<file path="config.mk">
export PLATFORM = sky130hd
export DESIGN_NAME = fifo_status_gen
export DESIGN_NICKNAME = d
export VERILOG_FILES = /design/src/rtl/fifo_status_gen.sv
export SDC_FILE = /design/constraint.sdc
export NUM_CORES = 1
export LEC_CHECK = 0
export CAP_MARGIN = 20
export CORE_AREA = 8 8 45 47
export CTS_CLUSTER_DIAMETER = 80
export DETAILED_ROUTE_END_ITERATION = 6
export DIE_AREA = 0 0 53 55
export GPL_TIMING_DRIVEN = 0
export PLACE_DENSITY_LB_ADDON = 0.12
export SYNTH_ARGS = -nofsm -noshare
export SYNTH_HDL_FRONTEND = slang
export SYNTH_SLANG_ARGS = --single-unit
</file>
<file path="constraint.sdc">
create_clock -name clk -period 1.87 [get_ports clk]
set_clock_uncertainty 0.15 [all_clocks]
set_input_delay 0.374 -clock clk [delete_from_list [all_inputs] [get_ports clk]]
set_output_delay 0.374 -clock clk [all_outputs]
set_load 0.01 [all_outputs]
</file>
<file path="src/rtl/fifo_status_gen.sv">
// -----------------------------------------------------------------------------
// fifo_status_gen
//
// Status/flag stage for the FIFO. It turns the write and read pointers
// (ADDR_W+1 bits, MSB is the wrap bit) into the full/empty flags that gate the
// pointer stages. It also produces occupancy, the almost-full/almost-empty
// flags and the sticky overflow/underflow error flags.
//
// Full, empty, count and the almost flags are purely combinational from the
// pointers. The pointer stages therefore always see flags that match the
// pointer values of the current cycle.
//
// Optional feature macro: FIFO_PEAK_EN
//   defined   : fifo_peak is a high-water-mark register, max(peak, count), one
//               cycle behind occupancy. err_clr reloads it with the current
//               count, and the clear wins over the update.
//   undefined : fifo_peak is tied to 0 and no peak register is built.
//
// Ports:
//   clk               in   clock, rising edge
//   rst_n             in   asynchronous active-low reset
//   wptr, rptr        in   write/read pointers [ADDR_W:0]
//   wr, rd            in   raw write/read requests from the FIFO user
//   err_clr           in   synchronous clear of the sticky error flags
//   fifo_full         out  2**ADDR_W entries held
//   fifo_empty        out  0 entries held
//   fifo_almost_full  out  count >= AFULL_THR
//   fifo_almost_empty out  count <= AEMPTY_THR
//   fifo_count        out  occupancy 0..2**ADDR_W
//   fifo_overflow     out  sticky: write attempted while full
//   fifo_underflow    out  sticky: read attempted while empty
//   fifo_peak         out  high-water mark (0 when FIFO_PEAK_EN is undefined)
// -----------------------------------------------------------------------------
module fifo_status_gen #(
   parameter int ADDR_W     = 4,
   parameter int AFULL_THR  = 14,
   parameter int AEMPTY_THR = 2
) (
   input  logic              clk,
   input  logic              rst_n,
   input  logic [ADDR_W:0]   wptr,
   input  logic [ADDR_W:0]   rptr,
   input  logic              wr,
   input  logic              rd,
   input  logic              err_clr,
   output logic              fifo_full,
   output logic              fifo_empty,
   output logic              fifo_almost_full,
   output logic              fifo_almost_empty,
   output logic [ADDR_W:0]   fifo_count,
   output logic              fifo_overflow,
   output logic              fifo_underflow,
   output logic [ADDR_W:0]   fifo_peak
);

   // The thresholds are sized to the count width so that the compares are
   // width-matched. Both thresholds fit in ADDR_W+1 bits.
   localparam logic [ADDR_W:0] AFULL_C  = AFULL_THR[ADDR_W:0];
   localparam logic [ADDR_W:0] AEMPTY_C = AEMPTY_THR[ADDR_W:0];

   logic overflow_d,  overflow_q;
   logic underflow_d, underflow_q;
   logic ovf_evt, unf_evt;

   // Combinational flags, same cycle as the pointers.
   // The subtraction is modulo 2**(ADDR_W+1), so it stays correct across wrap.
   always_comb begin
      fifo_count        = wptr - rptr;
      fifo_empty        = (wptr == rptr);
      fifo_full         = (wptr[ADDR_W] != rptr[ADDR_W]) &&
                          (wptr[ADDR_W-1:0] == rptr[ADDR_W-1:0]);
      fifo_almost_full  = (fifo_count >= AFULL_C);
      fifo_almost_empty = (fifo_count <= AEMPTY_C);
   end

   // Sticky error flags. A new event takes priority over err_clr in the
   // same cycle, so no error can be lost to a concurrent clear.
   always_comb begin
      ovf_evt     = wr & fifo_full;
      unf_evt     = rd & fifo_empty;
      overflow_d  = ovf_evt | (overflow_q  & ~err_clr);
      underflow_d = unf_evt | (underflow_q & ~err_clr);
   end

   always_ff @(posedge clk or negedge rst_n) begin
      if (!rst_n) begin
         overflow_q  <= 1'b0;
         underflow_q <= 1'b0;
      end else begin
         overflow_q  <= overflow_d;
         underflow_q <= underflow_d;
      end
   end

   assign fifo_overflow  = overflow_q;
   assign fifo_underflow = underflow_q;

`ifdef FIFO_PEAK_EN
   function automatic logic [ADDR_W:0] max_cnt(input logic [ADDR_W:0] a,
                                               input logic [ADDR_W:0] b);
      return (a > b) ? a : b;
   endfunction

   logic [ADDR_W:0] peak_d, peak_q;

   // err_clr re-arms the high-water mark at the present occupancy.
   always_comb begin
      peak_d = max_cnt(peak_q, fifo_count);
      if (err_clr) begin
         peak_d = fifo_count;
      end
   end

   always_ff @(posedge clk or negedge rst_n) begin
      if (!rst_n) begin
         peak_q <= '0;
      end else begin
         peak_q <= peak_d;
      end
   end

   assign fifo_peak = peak_q;
`else
   assign fifo_peak = '0;
`endif

endmodule

</file>
==> results of run 1 <==
==> cell families (layout without fill, tap and decap cells) <==
family,Yosys count,after routing,synth area share (%)
compound gates,9,9,21.8
xor+xnor,2,2,5.26
fa+ha+maj,5,5,21.1
flops,2,2,15.0
simple gates,10,10,16.5
buf+inv,12,47,19.2
other cells,1,5,1.13
==> sequential cells by signal, indices dropped and copies added, names as in the netlist <==
name / count
fifo_overflow: 1
fifo_underflow: 1
==> report_power, final <==
part / internal (mW) / total [mW] / switching (mW) / leakage (nW)
Clock: 0.0706 / 0.0923 / 0.0217 / 0.0138
Sequential: 0.0452 / 0.0460 / 0.000816 / 0.0277
Combinational: 0.132 / 0.240 / 0.108 / 0.351
Total: 0.248 / 0.378 / 0.130 / 0.392
==> area by class of cell <==
type,instances,area share [%]
clock buffer,3,2.78
buffer,5,4.64
timing repair buffer,32,34.9
inverter,7,5.41
multi-input combinational,31,43.6
sequential,2,6.18
tap,16,2.47
==> critical path, cell delays in order <==
cell                      delay (ps)
sky130_fd_sc_hd__buf_8           110
sky130_fd_sc_hd__inv_12           40
sky130_fd_sc_hd__ha_4            120
sky130_fd_sc_hd__inv_2            30
sky130_fd_sc_hd__fa_2            370
sky130_fd_sc_hd__xor2_2          170
sky130_fd_sc_hd__nand2_1         100
sky130_fd_sc_hd__o32ai_2         200
sky130_fd_sc_hd__buf_2           170
==> layer usage <==
metal / track usage (%) / up-vias / routed length (um)
li1: - / 208 / -
met1: 5.51 / 195 / 377
met2: 18.6 / 10 / 849
met3: 2.14 / 0 / 85
met4: 5.17 / 0 / 0
met5: 0 / - / 0
==> Yosys cell counts <==
library cell	instances
sky130_fd_sc_hd__and3b_1	1
sky130_fd_sc_hd__nor2_1	3
sky130_fd_sc_hd__o32ai_2	1
sky130_fd_sc_hd__nor2b_1	1
sky130_fd_sc_hd__nand3_1	1
sky130_fd_sc_hd__nand3b_1	1
sky130_fd_sc_hd__a21oi_1	4
sky130_fd_sc_hd__nand2_1	1
sky130_fd_sc_hd__o221a_1	1
sky130_fd_sc_hd__a22o_1	2
sky130_fd_sc_hd__xor2_1	2
sky130_fd_sc_hd__conb_1	1
sky130_fd_sc_hd__nand4_1	1
sky130_fd_sc_hd__dfrtp_1	2
sky130_fd_sc_hd__and3_1	1
sky130_fd_sc_hd__buf_4	5
sky130_fd_sc_hd__ha_1	4
sky130_fd_sc_hd__inv_1	7
sky130_fd_sc_hd__a21boi_1	1
sky130_fd_sc_hd__fa_1	1
==> timing repair <==
action	4_1_cts	5_1_grt
hold endpoints to repair	0	0
setup endpoints to repair	9	8
gates resized for setup	91	6
pin swaps	17	4
setup buffers	6	1
==> per-stage QoR <==
step | worst slack [ps] | instance area [um2] | TNS (ps)
after floorplan | -222 | 388 | -340
after global placement | -1320 | 658 | -8730
after detailed placement | -1360 | 658 | -8890
after CTS | -422 | 797 | -1240
after global routing | -395 | 810 | -1230
final | -345 | 810 | -957
==> worst max-delay path by stage <==
| stage | startpoint | end | slack [ps] |
|---|---|---|---|
| 2_1_floorplan | wptr[0] | fifo_almost_full | -220 |
| 3_3_place_gp | wptr[0] | fifo_almost_full | -1320 |
| 3_5_place_dp | wptr[0] | fifo_almost_full | -1360 |
| 4_1_cts | wptr[0] | fifo_almost_full | -420 |
| 5_1_grt | wptr[0] | fifo_almost_full | -390 |
| 6_report | wptr[0] | fifo_almost_full | -350 |
==> metrics.log, run 1 <==
[metrics] result of the run: finished with violations
[metrics] violations in the final reports: setup timing
[metrics] last weighted congestion value of the routability-driven placer: 0.672
[metrics] non-filler instance count after layout: 96
[metrics] critical path arrival: 1690 ps
[metrics] flip-flop and latch count after synthesis: 2
[metrics] core occupancy in the finished layout: 58.5%
[metrics] number of optimization iterations in the first detailed-route pass: 4
[metrics] Starting DRT DRC Count: 3
[metrics] count of input and output buffers: 25
[metrics] clk slew on worst S/H paths: 30 ps
[metrics] Peak VDD IR: 378 uV
[metrics] Distinct cells, synth: 20
[metrics] unrepaired setup endpoints after global routing: yes
[metrics] pin count of the biggest net entering global routing: 6
[metrics] leading area contributor after synthesis: sky130_fd_sc_hd__dfrtp_1
[metrics] DRC violation count after routing: 0
[metrics] FF-to-FF Start: fifo_underflow
[metrics] per-cell via count in the routed design: 4.30
[metrics] DP Wirelength: 999 um
[metrics] highest clock rate: 0.451 GHz
[metrics] share of the synthesized area in the top cell type: 15.0%
[metrics] final worst-path setup slack: -345 ps
[metrics] leakage power: 0.392 nW
[metrics] GR Overflow Total: 0
[metrics] Max H-tree Level: 1
[metrics] maximum capacitance violations: 0
[metrics] period utilisation layout: 118%
[metrics] Design Power: 378 uW
[metrics] Register Area: 50.0 um2
[metrics] maximum buffer depth of the clock tree: 2
[metrics] CORE AREA: 1380 um2
[metrics] Period minus WS final: 2220 ps
[metrics] Worst Hold Margin: 168 ps
[metrics] Worst setup EP type: output pin
[metrics] required time reported for the critical path endpoint: 1350 ps
[metrics] Hold Crit Class: in -> async
[metrics] commonest non-fill, non-tap cells in the layout: sky130_fd_sc_hd__buf_4 (12), sky130_fd_sc_hd__buf_2 (9), sky130_fd_sc_hd__clkdlybuf4s50_1 (6)
[metrics] antenna violations before repair: 0
[metrics] ratio of cells with drive above 1 in the final layout: 66.3%
[metrics] final slew viol count: 0
[metrics] top fanout value on the critical path: 3
[metrics] depth of the worst register-to-register path: 1
[metrics] aggregate routed wire length: 1310 um
[metrics] total routing usage reported by global routing: 8.27%
[metrics] Hold-fix buffers, CTS: 0
[metrics] most common cell after layout, fill and taps aside: sky130_fd_sc_hd__buf_4
[metrics] clock sinks: 2
[metrics] number of nets still failing antenna checks after routing: 0
[metrics] Area Overhead vs Synth: 143%
[metrics] cell total after placement: 86
[metrics] startpoint kind of the worst setup timing path: input port
[metrics] fill cell count: 132
[metrics] Avg Cell Area, Syn: 8.12 um2
[metrics] number of warning messages in the yosys log: 0
[metrics] Clock Tree Root: sky130_fd_sc_hd__clkbuf_4
[metrics] r2r setup slk: 990 ps
[metrics] Reg-to-Reg End: fifo_underflow
[metrics] Power per Cell Area: 467 nW/um2
[metrics] number of clock buffers inserted by TritonCTS: 3
[metrics] part of the Yosys area used for sequential elements: 15.0%
[metrics] I/O pin cnt: 31
[metrics] largest cells by area after synthesis: sky130_fd_sc_hd__dfrtp_1 (15%), sky130_fd_sc_hd__ha_1 (15%), sky130_fd_sc_hd__buf_4 (11%)
[metrics] WL/cell: 13.7 um
[metrics] Final Net Count: 102
[metrics] Die Y: 55 um
[metrics] number of global-route vias before repair: 444
[metrics] worst setup path class: in -> out
[metrics] count of standard-cell rows: 14
[metrics] Antenna Diode Count: 0
[metrics] clock network latency to the later pin of the worst-skew pair: 220 ps
[metrics] clock tree from TritonCTS: yes
[metrics] Multi-input gate area: 353 um2
[metrics] starting density of the core: 24.1%
[metrics] via count: 413
[metrics] post-synthesis cell area: 333 um2
[metrics] final hold violation count: 0
[metrics] overall die width: 53 um
[metrics] area enclosed by the die boundary: 2920 um2
[metrics] Gate Count Post-Synth: 41
[metrics] final setup violating endpoints: 6
[metrics] global-route wire length before repair: 1770 um
(Power assumes the default switching activity.)
==> run 2, diff against run 1 <==
- TNS_END_PERCENT: not set -> 20
- clock period: 1.87 -> 2.37 ns (I/O delays scaled with it)
==> run 2 against run 1 <==
  * Worst hold slack better by 96 ps
  * Largest power group unchanged
  * The run still ends with setup timing left
  * Largest cell class unchanged
  * Combinational power fell by 32%
  * Register-to-register slack improved by 520 ps
  * Critical path depth unchanged
  * Wire length down 21%
  * Sequential share of layout area grew 0.57 points
  * Clock-buffer cell count did not move
  * Critical endpoint unchanged
==> metrics.log, run 2 (same netlist as run 1, synthesis figures left out) <==
[metrics] Clock Tree Root: sky130_fd_sc_hd__clkbuf_4
[metrics] top fanout value on the critical path: 3 (unchanged)
[metrics] maximum capacitance violations: 0 (unchanged)
[metrics] Period minus WS final: 2370 ps
[metrics] maximum buffer depth of the clock tree: 2 (unchanged)
[metrics] clk slew on worst S/H paths: 30 ps (about the same)
[metrics] Max H-tree Level: 1 (unchanged)
[metrics] count of standard-cell rows: 14 (unchanged)
[metrics] required time reported for the critical path endpoint: 1750 ps (+400 ps)
[metrics] antenna violations before repair: 0 (unchanged)
[metrics] ratio of cells with drive above 1 in the final layout: 49.3% (-17 points)
[metrics] number of global-route vias before repair: 398 (-10%)
[metrics] I/O pin cnt: 31 (unchanged)
[metrics] most common cell after layout, fill and taps aside: sky130_fd_sc_hd__dlygate4sd2_1
[metrics] aggregate routed wire length: 1040 um (-21%)
[metrics] global-route wire length before repair: 1610 um (-9.4%)
[metrics] final worst-path setup slack: -0.144 ps (+345 ps)
[metrics] WL/cell: 11.4 um (-17%)
[metrics] worst setup path class: in -> out
[metrics] overall die width: 53 um (unchanged)
[metrics] Die Y: 55 um (unchanged)
[metrics] DRC violation count after routing: 0 (unchanged)
[metrics] highest clock rate: 0.422 GHz
[metrics] number of optimization iterations in the first detailed-route pass: 2 (-2)
[metrics] CORE AREA: 1380 um2 (unchanged)
[metrics] final setup violating endpoints: 1 (-5)
[metrics] count of input and output buffers: 25 (unchanged)
[metrics] Worst setup EP type: output pin
[metrics] number of clock buffers inserted by TritonCTS: 3 (unchanged)
[metrics] starting density of the core: 24.1% (unchanged)
[metrics] total routing usage reported by global routing: 7.44% (-0.84 points)
[metrics] Hold-fix buffers, CTS: 0 (unchanged)
[metrics] commonest non-fill, non-tap cells in the layout: sky130_fd_sc_hd__dlygate4sd2_1 (10), sky130_fd_sc_hd__buf_4 (7), sky130_fd_sc_hd__clkdlybuf4s50_1 (7)
[metrics] depth of the worst register-to-register path: 1 (unchanged)
[metrics] clock tree from TritonCTS: yes
[metrics] r2r setup slk: 1510 ps (+520 ps)
[metrics] Power per Cell Area: 372 nW/um2 (-20%)
[metrics] Starting DRT DRC Count: 4 (+1)
[metrics] clock sinks: 2 (unchanged)
[metrics] violations in the final reports: setup timing
[metrics] Final Net Count: 97 (-4.9%)
[metrics] Hold Crit Class: in -> async
[metrics] number of nets still failing antenna checks after routing: 0 (unchanged)
[metrics] clock network latency to the later pin of the worst-skew pair: 220 ps (about the same)
[metrics] minimum setup slack after placement: -883 ps (+478 ps)
[metrics] result of the run: finished with violations
[metrics] core occupancy in the finished layout: 53.5% (-5.0 points)
[metrics] GR Overflow Total: 0 (unchanged)
[metrics] area enclosed by the die boundary: 2920 um2 (unchanged)
[metrics] per-cell via count in the routed design: 4.16 (-3.2%)
[metrics] first element of the critical path: wptr[0]
[metrics] unrepaired setup endpoints after global routing: yes
[metrics] final hold violation count: 0 (unchanged)
[metrics] DP Wirelength: 854 um (-14%)
[metrics] final slew viol count: 0 (unchanged)
[metrics] Reg-to-Reg End: fifo_underflow
[metrics] last weighted congestion value of the routability-driven placer: 0.607 (-9.7%)
[metrics] leakage power: 0.346 nW (-12%)
[metrics] Peak VDD IR: 211 uV (-44%)
[metrics] critical path arrival: 1750 ps (+60 ps)
[metrics] Antenna Diode Count: 0 (unchanged)
[metrics] FF-to-FF Start: fifo_underflow
[metrics] period utilisation layout: 100%
[metrics] startpoint kind of the worst setup timing path: input port
[metrics] pin count of the biggest net entering global routing: 6 (unchanged)
[metrics] via count: 379 (-8.2%)
[metrics] Area Overhead vs Synth: 123%
-- run 2: changes by cell type in the layout (fill, tap and decap cells not counted), sizes merged --
| cell | previous run | this run |
|---|---|---|
| clkdlybuf4s50 | 6 | 7 |
| dlygate4sd2 | 2 | 10 |
| clkbuf | 3 | 4 |
| dlymetal6s2s | 1 | 0 |
| buf | 28 | 11 |
| clkdlybuf4s15 | 0 | 3 |
-- run 2: worst max path at each step --
| stage | to | slack, ps | cells after the start |
|---|---|---|---|
| global placement | fifo_almost_empty | -870 | 8 |
| global route | fifo_almost_empty | -60 | 9 |
| detailed placement | fifo_almost_empty | -880 | 8 |
| floorplan | fifo_almost_full | 50 | 7 |
| finish | fifo_almost_full | -0.1 | 9 |
| CTS | fifo_almost_full | -110 | 9 |
-- run 2: final cells by class --
| cell class | count | area, um2 |
|---|---|---|
| multi-input cells | 31 | 347 |
| well taps | 16 | 20.0 |
| fillers | 154 | 643 |
| inverters | 7 | 28.8 |
| flip-flops and latches | 2 | 50.0 |
| clock buffers | 3 | 22.5 |
| plain buffers | 5 | 37.5 |
| repair buffers | 27 | 235 |
-- run 2: routing by layer --
metal	part of all wire, %	track usage [%]	vias to the layer above
li1	-	-	197
met1	40	7.76	163
met2	47	12.1	19
met3	13	5.35	0
met4	0	1.29	0
met5	0	0	-
-- run 2: repair_timing --
| action | in CTS | in global routing |
|---|---|---|
| setup endpoints to repair | 9 | 4 |
| resized for setup | 56 | 3 |
| buffers inserted | 1 | 1 |
| pin swaps | 12 | 7 |
-- run 2: report_power, final --
part / total [mW] / switching, mW / leakage, nW / internal, mW
clock: 0.0755 / 0.0195 / 0.0138 / 0.0559
combinational: 0.164 / 0.0753 / 0.305 / 0.0887
sequential: 0.0363 / 0.000687 / 0.0277 / 0.0356
total: 0.276 / 0.0955 / 0.346 / 0.180
-- run 2: worst max-delay path, stage by stage --
cell,delay (ps)
sky130_fd_sc_hd__buf_6,100
sky130_fd_sc_hd__inv_4,40
sky130_fd_sc_hd__ha_4,120
sky130_fd_sc_hd__inv_2,30
sky130_fd_sc_hd__fa_2,360
sky130_fd_sc_hd__xor2_2,180
sky130_fd_sc_hd__nand2_1,90
sky130_fd_sc_hd__o32ai_2,180
sky130_fd_sc_hd__buf_2,170
-- run 2: per-stage QoR --
| stage | instance area (um2) | total power, mW | hold WS [ps] | setup TNS [ps] | instances |
|---|---|---|---|---|---|
| after floorplan | 355 | 0.111 | 28.4 | 0 | 45 |
| after global placement | 626 | 0.185 | 361 | -5170 | 86 |
| after detailed placement | 626 | 0.185 | 355 | -5230 | 86 |
| after CTS | 724 | 0.278 | 259 | -124 | 90 |
| after global routing | 741 | 0.302 | 263 | -143 | 91 |
| final | 741 | 0.276 | 264 | -0.144 | 91 |
